### src/rtl/cpu_ctrl_pkg.sv
// Shared encodings for the multicycle MIPS-subset control unit: FSM states,
// instruction fields and datapath select codes.
package cpu_ctrl_pkg;

    typedef enum logic [3:0] {
        StFetch,
        StIrLoad,
        StDecode,
        StRExec,
        StAddiExec,
        StLwAddr,
        StLwWb,
        StSwWr,
        StBrCmp,
        StBrTgt,
        StHalt
    } ctrlState_e;

    localparam logic [5:0] OpRType = 6'h00;
    localparam logic [5:0] OpAddi  = 6'h08;
    localparam logic [5:0] OpLw    = 6'h23;
    localparam logic [5:0] OpSw    = 6'h2B;
    localparam logic [5:0] OpBeq   = 6'h04;
    localparam logic [5:0] OpBne   = 6'h05;

    localparam logic [5:0] FnAdd = 6'h20;
    localparam logic [5:0] FnSub = 6'h22;
    localparam logic [5:0] FnAnd = 6'h24;

    localparam logic [2:0] AluNone = 3'b000;
    localparam logic [2:0] AluAdd  = 3'b001;
    localparam logic [2:0] AluSub  = 3'b010;
    localparam logic [2:0] AluAnd  = 3'b011;
    localparam logic [2:0] AluCmp  = 3'b111;

    localparam logic [1:0] SrbB      = 2'b00;
    localparam logic [1:0] SrbImm    = 2'b01;
    localparam logic [1:0] SrbImmSh2 = 2'b10;
    localparam logic [1:0] SrbFour   = 2'b11;

    localparam logic [2:0] IordPc     = 3'b000;
    localparam logic [2:0] IordAluOut = 3'b001;

    localparam logic [1:0] DstRt = 2'b00;
    localparam logic [1:0] DstRd = 2'b01;

    localparam logic [1:0] ExcNone     = 2'b00;
    localparam logic [1:0] ExcOverflow = 2'b01;
    localparam logic [1:0] ExcIllegal  = 2'b10;

    function automatic logic isRFunct(input logic [5:0] funct);
        return (funct == FnAdd) || (funct == FnSub) || (funct == FnAnd);
    endfunction

    function automatic logic [2:0] rFunctAluOp(input logic [5:0] funct);
        case (funct)
            FnAdd:   return AluAdd;
            FnSub:   return AluSub;
            FnAnd:   return AluAnd;
            default: return AluNone;
        endcase
    endfunction

endpackage

### src/rtl/mem_wait_counter.sv
// Saturating 3-bit wait-state counter; done flags the last cycle of a memory wait.
module mem_wait_counter #(
    parameter int unsigned MEM_WAIT = 1
) (
    input  logic clk,
    input  logic reset,
    input  logic clear,
    input  logic inc,
    output logic done
);

    localparam logic [2:0] Last = 3'(MEM_WAIT - 1);

    logic [2:0] countQ, countD;

    always_comb begin
        countD = countQ;
        if (clear) begin
            countD = '0;
        end else if (inc && (countQ != Last)) begin
            countD = countQ + 3'd1;
        end
    end

    always_ff @(posedge clk) begin
        if (!reset) begin
            countQ <= '0;
        end else begin
            countQ <= countD;
        end
    end

    assign done = (countQ == Last);

endmodule

### src/rtl/multicycle_ctrl.sv
// Main control FSM of the multicycle MIPS-subset datapath.
// Optional macro OVERFLOW_TRAP_EN: add/sub/addi overflow suppresses the write and halts.
module multicycle_ctrl
    import cpu_ctrl_pkg::*;
#(
    parameter int unsigned MEM_WAIT = 1  // legal range 1..7
) (
    input  logic       clk,
    input  logic       reset,
    input  logic [5:0] OPCode,
    input  logic [5:0] Funct,
    input  logic       Of,
    input  logic       Eq,
    output logic       PCWrite,
    output logic       MemControl,
    output logic       IRWrite,
    output logic       RegWrite,
    output logic       LoadA,
    output logic       LoadB,
    output logic       ALUSrA,
    output logic       MemToReg,
    output logic [1:0] RegDST,
    output logic [1:0] ALUSrB,
    output logic [1:0] RegReadOne,
    output logic [2:0] IordD,
    output logic [2:0] ALUOp,
    output logic       Halted,
    output logic [1:0] ExcCause
);

    ctrlState_e stateQ, stateD;
    logic [1:0] excQ, excD;
    logic       brEqQ;
    logic       cntDone;
    logic       cntClear;
    logic       cntInc;

`ifndef OVERFLOW_TRAP_EN
    logic unusedOf;
    assign unusedOf = Of;
`endif

    assign cntClear = (stateD != stateQ);
    assign cntInc   = (stateQ == StFetch) || (stateQ == StLwAddr);

    mem_wait_counter #(
        .MEM_WAIT(MEM_WAIT)
    ) uWaitCnt (
        .clk  (clk),
        .reset(reset),
        .clear(cntClear),
        .inc  (cntInc),
        .done (cntDone)
    );

    always_comb begin
        stateD     = stateQ;
        excD       = excQ;
        PCWrite    = 1'b0;
        MemControl = 1'b0;
        IRWrite    = 1'b0;
        RegWrite   = 1'b0;
        LoadA      = 1'b0;
        LoadB      = 1'b0;
        ALUSrA     = 1'b0;
        MemToReg   = 1'b0;
        RegDST     = DstRt;
        ALUSrB     = SrbB;
        RegReadOne = 2'b00;
        IordD      = IordPc;
        ALUOp      = AluNone;
        Halted     = 1'b0;
        ExcCause   = ExcNone;

        unique case (stateQ)
            StFetch: begin
                if (cntDone) stateD = StIrLoad;
            end
            StIrLoad: begin
                IRWrite = 1'b1;
                PCWrite = 1'b1;
                ALUSrB  = SrbFour;
                ALUOp   = AluAdd;
                stateD  = StDecode;
            end
            StDecode: begin
                LoadA = 1'b1;
                LoadB = 1'b1;
                case (OPCode)
                    OpRType: begin
                        if (isRFunct(Funct)) begin
                            stateD = StRExec;
                        end else begin
                            stateD = StHalt;
                            excD   = ExcIllegal;
                        end
                    end
                    OpAddi:       stateD = StAddiExec;
                    OpLw:         stateD = StLwAddr;
                    OpSw:         stateD = StSwWr;
                    OpBeq, OpBne: stateD = StBrCmp;
                    default: begin
                        stateD = StHalt;
                        excD   = ExcIllegal;
                    end
                endcase
            end
            StRExec: begin
                ALUSrA   = 1'b1;
                ALUOp    = rFunctAluOp(Funct);
                RegDST   = DstRd;
                RegWrite = 1'b1;
                stateD   = StFetch;
`ifdef OVERFLOW_TRAP_EN
                // AND cannot overflow, so its Of flag is meaningless
                if (Of && (Funct != FnAnd)) begin
                    RegWrite = 1'b0;
                    stateD   = StHalt;
                    excD     = ExcOverflow;
                end
`endif
            end
            StAddiExec: begin
                ALUSrA   = 1'b1;
                ALUSrB   = SrbImm;
                ALUOp    = AluAdd;
                RegWrite = 1'b1;
                stateD   = StFetch;
`ifdef OVERFLOW_TRAP_EN
                if (Of) begin
                    RegWrite = 1'b0;
                    stateD   = StHalt;
                    excD     = ExcOverflow;
                end
`endif
            end
            StLwAddr, StLwWb: begin
                ALUSrA = 1'b1;
                ALUSrB = SrbImm;
                ALUOp  = AluAdd;
                IordD  = IordAluOut;
                if (stateQ == StLwWb) begin
                    MemToReg = 1'b1;
                    RegWrite = 1'b1;
                    stateD   = StFetch;
                end else if (cntDone) begin
                    stateD = StLwWb;
                end
            end
            StSwWr: begin
                ALUSrA     = 1'b1;
                ALUSrB     = SrbImm;
                ALUOp      = AluAdd;
                IordD      = IordAluOut;
                MemControl = 1'b1;
                stateD     = StFetch;
            end
            StBrCmp: begin
                ALUSrA = 1'b1;
                ALUOp  = AluCmp;
                stateD = StBrTgt;
            end
            StBrTgt: begin
                ALUSrB  = SrbImmSh2;
                ALUOp   = AluAdd;
                PCWrite = (OPCode == OpBeq) ? brEqQ : !brEqQ;
                stateD  = StFetch;
            end
            StHalt: begin
                Halted   = 1'b1;
                ExcCause = excQ;
            end
            default: stateD = StFetch;
        endcase
    end

    always_ff @(posedge clk) begin
        if (!reset) begin
            stateQ <= StFetch;
            excQ   <= ExcNone;
            brEqQ  <= 1'b0;
        end else begin
            stateQ <= stateD;
            excQ   <= excD;
            if (stateQ == StBrCmp) brEqQ <= Eq;
        end
    end

endmodule
### config.mk
export PLATFORM = sky130hd
export DESIGN_NAME = multicycle_ctrl
export DESIGN_NICKNAME = d
export VERILOG_FILES = /design/src/rtl/cpu_ctrl_pkg.sv /design/src/rtl/mem_wait_counter.sv /design/src/rtl/multicycle_ctrl.sv
export SDC_FILE = /design/constraint.sdc
export NUM_CORES = 1
export LEC_CHECK = 0
export CAP_MARGIN = 40
export CORE_UTILIZATION = 40
export DETAILED_ROUTE_END_ITERATION = 10
export GPL_TIMING_DRIVEN = 0
export PLACE_DENSITY_LB_ADDON = 0.12
export REMOVE_ABC_BUFFERS = 1
export SYNTH_ARGS = -nofsm -noshare
export SYNTH_HDL_FRONTEND = slang
export SYNTH_SLANG_ARGS = --single-unit
### constraint.sdc
create_clock -name clk -period 3.01 [get_ports clk]
set_clock_uncertainty 0.15 [all_clocks]
set_input_delay 0.4515 -clock clk [delete_from_list [all_inputs] [get_ports clk]]
set_output_delay 0.4515 -clock clk [all_outputs]
set_load 0.02 [all_outputs]
### Word level (Yosys, flattened, before mapping)

Cells that the tools add are included.

* mux-type cells: 24
* add/subtract/negate cells: 1
* eq/ne operators: 20
* bitwise logic cells: 2
* reductions and logical operators: 19

Operators with widths (count)
* == test 6 bit (second input constant): 5
* one-hot mux 4 bit (6 select lines): 1
* one-hot mux 4 bit (5 select lines): 1
* == test 4 x 3 -> 1 bit (second input constant): 4
* two-way mux 4 bit: 4
* == test 4 bit (second input constant): 3
* == test 6 x 3 -> 1 bit (second input constant): 2
* one-hot mux 2 bit (3 select lines): 2
* OR reduction 6 bit: 2
* two-way mux 1 bit: 10
* one-hot mux 3 bit (3 select lines): 1
* == test 4 x 2 -> 1 bit (second input constant): 2
* OR reduction 2 bit: 4
* == test 6 x 4 -> 1 bit (second input constant): 1
* logical NOT 6 bit: 1
* OR reduction 5 bit: 1
* == test 4 x 1 -> 1 bit (second input constant): 1
* logical NOT 4 bit: 1
* two-way mux 2 bit: 2
* inequality test 4 bit: 1
* one-hot mux 1 bit (2 select lines): 2
* one-hot mux 2 bit (2 select lines): 1
* OR reduction 4 bit: 1
* adder 3 x 1 -> 3 bit (second input constant): 1
* 9 further kinds: 12

* bits in registers: 10
* word-level logic and storage cells: 70

### Depth between registers and ports, before layout

Gate-level depths: netlist (run 1).

* depth in word-level cells: 8
* mapped depth: 7
* depth with buffers taken out: 7

### Hierarchy

Synthesis (run 1) repeated with hierarchy kept, for this count alone.

* cells, all modules: 117
* area, all modules: 889.6 um^2

By module, submodules not included
* multicycle_ctrl: cells an instance 96, area each 699.4 um^2, times used 1, seq. area each 120.1 um^2
* mem_wait_counter: cells an instance 21, area each 190.2 um^2, times used 1, seq. area each 60.1 um^2

### Worst setup path before layout (run 1)

OpenSTA, ideal clock, no wires.

* kind: input to output
* from: input Funct[0]
* to: output ALUOp[1]
* path buffers: 0
* cell stages on the path: 2
* arrival time: 1.794 ns
* setup slack: 0.614 ns
* cell sequence: or4b_4 > o41ai_1

* cells in the longest elaborated chain, start to end: 3
* elaborated cells between the ends (all ways): 5
* those cells by class: eq/ne: 3; mux: 2

RTL lines
* start: declaration: RTL line multicycle_ctrl.sv:11 `input logic [5:0] Funct,`
* == test 6 bit: RTL line cpu_ctrl_pkg.sv:56 `case (funct)`
* one-hot mux 2 bit (3 select lines) (*): RTL line cpu_ctrl_pkg.sv:56
* one-hot mux 3 bit (3 select lines) (*): RTL line multicycle_ctrl.sv:75 `unique case (stateQ)`
* end: declaration: RTL line multicycle_ctrl.sv:26 `output logic [2:0] ALUOp,`

Every way passes the cells marked *; elsewhere a longest branch is shown, timed or not.

### Worst setup path after layout (run 1)

* from: input OPCode[1]
* to: output PCWrite

* cells in the longest elaborated chain, start to end: 3

RTL lines
* start: declaration: RTL line multicycle_ctrl.sv:10 `input logic [5:0] OPCode,`
* == test 6 x 3 -> 1 bit: RTL line multicycle_ctrl.sv:166 `PCWrite = (OPCode == OpBeq) ? brEqQ : !brEqQ;`
* two-way mux 1 bit: RTL line multicycle_ctrl.sv:166
* one-hot mux 1 bit (2 select lines): RTL line multicycle_ctrl.sv:75
* end: declaration: RTL line multicycle_ctrl.sv:14 `output logic PCWrite,`

Every way passes these cells.

==> metrics.cfg, run 1 <==
[status]
outcome = finished, final reports clean

[setup_path]
worstSetupEndpointType = primary output
ff2ff_path_depth = 5
worst-path-stages = 7
worstReg2RegStart = stateQ[3]
worst_path_dominant_cell_family = simple AND/OR/NAND/NOR gates
start_kind = input pin
cp_cell_sequence = clkdlybuf4s50_1 -> or3_1 -> or3b_4 -> nor2_1 -> xor2_1 -> a21boi_1 -> buf_2
crit_slowest_cell = clkdlybuf4s50_1
critPathBufInv = 2
critPathKind = input pin to primary output
r2r-end = uWaitCnt.countQ[1]
max_stage_delay_ps = 470
r2r_setup_slack_ps = 940
cp.required_ps = 2410
cp_data_arrival_time_ps = 2310
worstPathMaxFanout = 4

[route]
drt-total-wl_um = 2150
drtPass1Iterations = 5
vias_per_cell = 5.36
wl_per_cell_um = 12.8
via_count = 901
drc_errors = 0
drt_iter0_drc = 32
drtAntennaViolNets = 0

[placement]
dpl.hpwl_um = 1600
portBuffers = 31
dp_slack_ps = -305
gp_congestion = 0.832

[global_routing]
grt_pass1_wl_um = 3030
grt_remaining_overflow = 0
antenna_found_initial = 0
grt_pass1_vias = 685
met3_usage_pct = 1.11
track_usage_pct = 18.8
gr-max-usage-layer = met2
grt_use_met1_pct = 27.4
grt_max_degree = 17
grtUsageMet2_pct = 27.8

[timing]
rsz0062_at_grt = false
fmax_mhz = 343
hold_viol_final = 0
finalSetupViolations = 0
setup_slack_ps = 97.6
fin_crit_sh_pct = 96.8
maxSlewViolCount = 0
min_period_ps = 2910
slew_headroom_pct = 63.6
timing.hold.ws_ps = 355
worstMarginPinSlew_ps = 545

[yosys]
synth_area_leader_cell = dfxtp_1
syn-cell-area_um2 = 851
synth_warnings = 0
synthTopCellsByCount = 14 x nor2_1, 9 x buf_4, 9 x dfxtp_1
seq_area_frac_synth_pct = 21.2
synth_top_area_share_pct = 21.2
async_reset_ff_share_pct = 0
netlist_top_cells_area = dfxtp_1 21%, buf_4 7.9%, nor2_1 6.2%
avgSynthCellArea_um2 = 7.60
synth_cell_types = 45
synth_edf_count = 0
synth_cells = 112
synth.ff_latch_count = 9
synth_flop_cell = dfxtp_1
synth_most_common_cell = nor2_1

[clock_network]
cts_buffers = 3
cts_setup_buffers = 0
cts_tree = done
htreeDepth = 1
cts.sinks = 9
clock_path_buffers = 2
cts-root-buf = clkbuf_4
ctsHoldBuffers = 0
clk_transition_reported_paths_ps = 70
clock_latency_ps = 270

[power]
powerDensity_nw_per_um2 = 369
ir_drop_mv = 0.281
p_leak_uw = 0.000477

[worst_hold_path]
holdPathEnd = excQ[1]
hold_depth = 2
min_from = excQ[1]
hold_class = flop to flop

[layout]
nNetsFinal = 160
drive_gt1_share_pct = 8.51
num_antenna_cells = 0
fin_util_pct = 58.2
syn2layout_area_growth_pct = 35.6

[die]
io-pin-count = 39
die_w_um = 48.1
die_h_um = 48.1
core-area_um2 = 1980
num_rows = 16
initial_core_util_pct = 42.9
die_area_um2 = 2320

[job]
maxCapViolations = 0

==> kinds of logic after synthesis <==
| kind of cell | after synthesis | share of synthesized area [%] |
|---|---|---|
| AND/OR/NAND/NOR | 51 | 33.5 |
| XOR/XNOR | 4 | 4.12 |
| buffers and inverters | 16 | 12.5 |
| multiplexers | 3 | 3.53 |
| other | 1 | 0.441 |
| adder cells (fa/ha/maj) | 2 | 2.94 |
| flip-flops | 9 | 21.2 |
| AO/OA/AOI/OAI | 26 | 21.8 |
==> worst max path at each step <==
stage / start / to / slack [ps]
4_1_cts: OPCode[1] / PCWrite / 5
3_3_place_gp: OPCode[1] / PCWrite / -280
2_1_floorplan: Funct[0] / ALUOp[1] / 610
5_1_grt: OPCode[1] / PCWrite / 0.5
3_5_place_dp: OPCode[1] / PCWrite / -300
6_report: OPCode[1] / PCWrite / 100
==> layout make-up <==
type                    instances  area [um^2]
repair buffers                 31          307
flip-flops and latches          9          180
fillers                       192          828
inverters                       5         23.8
well taps                      27         33.8
multi-input cells              92          583
clock buffers                   4         26.3
==> worst min-delay path, stage by stage (launching register included) <==
cell and delay (ps):
dfxtp_1 330, a31oi_1 40, nor2b_1 100
==> through the flow <==
stage	cells	area (um^2)	total power, uW	TNS, ps
2_1_floorplan	106	787	250	0
3_3_place_gp	164	1130	334	-281
3_5_place_dp	164	1130	335	-309
4_1_cts	168	1160	430	0
5_1_grt	168	1150	453	0
6_report	168	1150	425	0
==> where the power goes <==
| group | switching (uW) | internal (uW) |
|---|---|---|
| logic | 99.5 | 80.6 |
| clock network | 45.6 | 51.2 |
| registers | 21.3 | 127 |
| total | 166 | 259 |
==> flip-flops by register name, summed over array words and instances (netlist names) <==
register	count
stateQ	4
brEqQ	1
excQ	1
uWaitCnt.countQ	3
==> layout by cell type (no fill, tap or decap), types with 4 or more instances in the layout <==
master	count
a21oi_1	6
a31oi_1	4
clkdlybuf4s50_1	28
conb_1	6
dfxtp_1	9
nand2_1	6
nand2b_1	4
nor2_1	14
nor3_1	4
==> repair_timing <==
item,in CTS,in global routing
gates cloned,0,0
setup endpoints to repair,2,2
gates resized for setup,4,2
==> layer usage <==
layer  vias up  part of all wire [%]
met4         0                   1.4
li1        456                     -
met5         -                     0
met1       407                    47
met2        34                    46
met3         4                   5.3
(Power assumes the default switching activity.)
==> inputs of run 2 (changes only) <==
--- a/config.mk
+++ b/config.mk
@@ -8,7 +8,7 @@
 export CAP_MARGIN = 40
 export CORE_UTILIZATION = 40
 export DETAILED_ROUTE_END_ITERATION = 10
-export GPL_TIMING_DRIVEN = 0
+export DONT_BUFFER_PORTS = 1
 export PLACE_DENSITY_LB_ADDON = 0.12
 export REMOVE_ABC_BUFFERS = 1
 export SYNTH_ARGS = -nofsm -noshare
==> run 2 against run 1 <==
Compared with the run above: first-iteration DRC count grew 22%; total power shrank 13%; setup slack gained 400 ps; count of clock-buffer cells in the layout is the same; via count shrank 12%; clock power shrank 2%; die area is the same; sequential share of layout area grew 5.3 points; global-route usage shrank 2.1 points; flip-flop and latch count is the same; final cell count shrank 17%; combinational power shrank 27%; critical path type is now flop to primary output; critical endpoint unchanged; largest power group is now sequential cells.
==> metrics.cfg, run 2 (synthesis gave the netlist of run 1 again) <==
[global_routing]
grt_max_degree = 16
grt_pass1_wl_um = 2590
grt_pass1_vias = 578
track_usage_pct = 16.8
grt_remaining_overflow = 0
antenna_found_initial = 0

[layout]
largest_reg_flops = 4
fin_util_pct = 43.5
nNetsFinal = 131
final_common_cell = nor2_1
drive_gt1_share_pct = 11.6
final_cell_mix = 14 x nor2_1, 9 x dfxtp_1, 6 x nand2_1, 6 x a21oi_1, 6 x conb_1
num_antenna_cells = 0
fillers = 215
largest-register = stateQ
syn2layout_area_growth_pct = 1.32
reg_top3 = stateQ (4), uWaitCnt.countQ (3)

[die]
die_h_um = 48.1
die_w_um = 48.1
initial_core_util_pct = 42.9
core-area_um2 = 1980
io-pin-count = 39
num_rows = 16
die_area_um2 = 2320

[placement]
dpl.hpwl_um = 1480
portBuffers = 0
gp_congestion = 0.701

[worst_hold_path]
hold_class = input pin to flop
min_from = reset
hold_depth = 2
holdPathEnd = stateQ[3]

[setup_path]
cp_data_arrival_time_ps = 1910
worstReg2RegStart = stateQ[3]
worst-path-stages = 3
r2r_setup_slack_ps = 870
ff2ff_path_depth = 5
start_kind = flop
crit_slowest_cell = dfxtp_1
worst_path_dominant_cell_family = simple AND/OR/NAND/NOR gates
worstPathMaxFanout = 11
cp.required_ps = 2410
cp_cell_sequence = nand2b_1 -> nor2_1 -> a21boi_1
worstSetupEndpointType = primary output
critPathBufInv = 0
r2r-end = uWaitCnt.countQ[1]
critPathKind = flop to primary output
max_stage_delay_ps = 530

[power]
powerDensity_nw_per_um2 = 428
p_leak_uw = 0.000351
power.total_uw = 369
ir_drop_mv = 0.232

[clock_network]
cts_buffers = 3
htreeDepth = 1
clk_transition_reported_paths_ps = 60
cts_tree = done
clock_latency_ps = 260
cts-root-buf = clkbuf_4
ctsHoldBuffers = 0
cts.sinks = 9
cts_setup_buffers = 0
clock_path_buffers = 2
cts.repair.resized = 0

[route]
drc_errors = 0
vias_per_cell = 5.73
drt_iter0_drc = 39
via_count = 797
wl_per_cell_um = 14.0
drtPass1Iterations = 5
drtAntennaViolNets = 0
drt-total-wl_um = 1950

[status]
outcome = finished, final reports clean

[timing]
min_period_ps = 2510
rsz0062_at_grt = false
fin_crit_sh_pct = 83.4
fin_tns_setup_ps = 0
maxSlewViolCount = 0
hold_viol_final = 0
timing.hold.ws_ps = 154
fmax_mhz = 398
worstMarginPinSlew_ps = 646
slew_headroom_pct = 56.6
finalSetupViolations = 0

[job]
maxCapViolations = 0

[run 2: changes by cell type in the layout (fill, tap and decap cells not counted), sizes merged]
cell,before,now
clkdlybuf4s50,28,0
dlymetal6s2s,1,0
dlygate4sd2,1,0
buf,1,2
[run 2: worst max-delay path by stage]
| stage | from | endpoint |
|---|---|---|
| after floorplan | Funct[0] | ALUOp[1] |
| after global placement | OPCode[1] | PCWrite |
| after CTS | stateQ[0] | PCWrite |
| after detailed placement | OPCode[1] | PCWrite |
| after global routing | stateQ[0] | PCWrite |
| final | stateQ[0] | PCWrite |
[run 2: power by group]
part / leakage [uW] / switching, uW / internal [uW]
Combinational: 0.000263 / 94.1 / 37.9
Sequential: 0.0000732 / 14.3 / 127
Clock: 0.0000150 / 44.1 / 51.2
Total: 0.000351 / 153 / 216
[run 2: final cells by class]
cell class              instances  area (um^2)  share of cell area (%)
repair buffers                  2         15.0                    1.74
multi-input cells              92          583                    67.6
clock buffers                   4         26.3                    3.05
well taps                      27         33.8                    3.92
inverters                       5         23.8                    2.76
flip-flops and latches          9          180                    20.9
[run 2: metrics by stage]
stage               setup WS, ps  cells  instance area (um^2)
floorplan                    614    106                   787
finish                       499    139                   862
global placement             560    135                   836
global route                 393    139                   862
detailed placement           556    135                   836
CTS                          498    139                   862
[run 2: worst register-to-register path: stages, from the launching register on]
cell,delay [ps]
dfxtp_1,660
nand2b_1,320
nor2_2,190
o21a_1,180
o31a_1,280
nor4_1,270
[run 2: routing by layer]
metal	track usage [%]	routed length (um)
met1	23.4	918
met2	25.1	879
met3	2.59	129
met4	8.33	21
met5	0	0
==> inputs of run 3 (changes only) <==
==> constraint.sdc (replaced) <==
create_clock -name clk -period 2.15 [get_ports clk]
set_clock_uncertainty 0.15 [all_clocks]
set_input_delay 0.3225 -clock clk [delete_from_list [all_inputs] [get_ports clk]]
set_output_delay 0.3225 -clock clk [all_outputs]
set_load 0.02 [all_outputs]
==> run 3 against run 2 <==
Compared with the run above: highest routed layer unchanged; count of clock-buffer cells in the layout unchanged; setup slack worse by 440 ps; largest power group is now combinational logic; final area up 11%; combinational power up 70%; total power up 51%; routed wire length up 6.3%.
==> metrics.cfg, run 3 (synthesis gave the netlist of run 1 again) <==
[power]
p_leak_uw = 0.000415
p_clk_share_pct = 23.8
p_switching_uw = 220
ir_drop_mv = 0.449
powerDensity_nw_per_um2 = 578
p_comb_share_pct = 40.6
internal-power_uw = 335
sw_frac_of_total_pct = 39.6
p_seq_share_pct = 35.7

[global_routing]
grt_pass1_wl_um = 2990
grt_remaining_overflow = 0
antenna_found_initial = 0
track_usage_pct = 18.5
grt_max_degree = 15
grt_pass1_vias = 700

[clock_network]
clock_latency_ps = 260
clock_path_buffers = 2
cts_setup_buffers = 0
cts_tree = done
cts-root-buf = clkbuf_4
ctsHoldBuffers = 0
clk_transition_reported_paths_ps = 60
htreeDepth = 1
cts.sinks = 9
cts_buffers = 3

[die]
die_w_um = 48.1
io-pin-count = 39
core-area_um2 = 1980
die_area_um2 = 2320
num_rows = 16
initial_core_util_pct = 42.9
die_h_um = 48.1

[placement]
dp_slack_ps = 27.7
gp_congestion = 0.791
dpl.hpwl_um = 1620
portBuffers = 0

[setup_path]
r2r_setup_slack_ps = 340
start_kind = input pin
crit_slowest_cell = or3b_4
critPathKind = input pin to primary output
worstReg2RegStart = uWaitCnt.countQ[0]
max_stage_delay_ps = 400
r2r-end = uWaitCnt.countQ[2]
cp_cell_sequence = or3_1 -> or3b_4 -> nor2_1 -> xor2_1 -> a21boi_1 -> buf_4
cp_data_arrival_time_ps = 1620
worstPathMaxFanout = 4
cp.required_ps = 1680
ff2ff_path_depth = 7
worstSetupEndpointType = primary output

[worst_hold_path]
holdPathEnd = stateQ[3]
hold_depth = 2
min_from = reset
hold_class = input pin to flop

[layout]
num_antenna_cells = 0
largest_reg_flops = 4
syn2layout_area_growth_pct = 12.8
nNetsFinal = 143
reg_top3 = stateQ (4), uWaitCnt.countQ (3)
largest-register = stateQ
drive_gt1_share_pct = 22.6
final_cell_mix = 14 x nor2_1, 14 x buf_4, 7 x dfxtp_1
fillers = 203

[route]
wl_per_cell_um = 13.7
via_count = 849
drc_errors = 0
drt_iter0_drc = 27
wl_met2_um = 918
vias_per_cell = 5.62
drt-total-wl_um = 2070
drtPass1Iterations = 4
wl_met1_um = 971
drtAntennaViolNets = 0
wl_met3_um = 165
highest_layer = met4

[timing]
timing.hold.ws_ps = 20.4
min_period_ps = 2090
maxSlewViolCount = 0
rsz0062_at_grt = false
fmax_mhz = 478
fin_tns_setup_ps = 0
setup_slack_ps = 59.6
fin_crit_sh_pct = 97.2
hold_viol_final = 0
finalSetupViolations = 0

[job]
maxCapViolations = 0

[status]
outcome = finished, final reports clean

[run 3: cell count changes in the layout (fill, tap and decap cells not counted)]
| cell | before | now |
|---|---|---|
| or3_1 | 2 | 1 |
| dfxtp_2 | 0 | 2 |
| buf_4 | 2 | 14 |
| dfxtp_1 | 9 | 7 |
| or3_4 | 0 | 1 |
[run 3: how the worst max path moves through the flow]
stage                   start            endpoint  slack [ps]
global route        OPCode[1]             PCWrite           5
floorplan            Funct[0]            ALUOp[1]          10
finish              OPCode[1]             PCWrite          60
CTS                 stateQ[3]            ALUOp[1]          30
detailed placement   Funct[0]  uWaitCnt.countQ[2]          30
global placement    OPCode[1]             PCWrite          50
[run 3: per-stage QoR]
stage               instances  power [uW]  utilization (%)  cell area, um^2
floorplan                 106         349                -              787
global placement          147         421             46.7              926
detailed placement        147         422             46.7              926
CTS                       151         553             48.0              952
global route              151         589             48.4              960
finish                    151         555             48.4              960
[run 3: final cells by class]
type | count | area (um^2) | share of cell area (%)
multi-input combinational | 92 | 588 | 61.3
tap | 27 | 33.8 | 3.52
timing repair buffer | 14 | 105 | 11.0
inverter | 5 | 23.8 | 2.48
sequential | 9 | 183 | 19.0
clock buffer | 4 | 26.3 | 2.74
[run 3: power by group through the flow]
| stage | Sequential [uW] | Combinational [uW] | Clock (uW) |
|---|---|---|---|
| after floorplan | 203 | 146 | 0 |
| after global placement | 200 | 221 | 0 |
| after detailed placement | 200 | 222 | 0 |
| after CTS | 196 | 223 | 134 |
| after global routing | 200 | 245 | 143 |
| final | 198 | 225 | 132 |
[run 3: critical path: cells and delay by family]
| family | cells | cell delay [ps] |
|---|---|---|
| buf+inv | 1 | 150 |
| simple gates | 3 | 910 |
| xor+xnor | 1 | 160 |
| compound gates | 1 | 80 |
[run 3: timing repair]
item	in CTS	in global routing
endpoints found under the hold margin	0	0
endpoints found under the setup margin	0	2
resized for setup	0	3
[run 3: per-layer routing]
layer	up-vias	global-route usage (%)
li1	420	-
met1	385	26.7
met2	42	27.3
met3	2	3.33
met4	0	6.67
met5	-	0
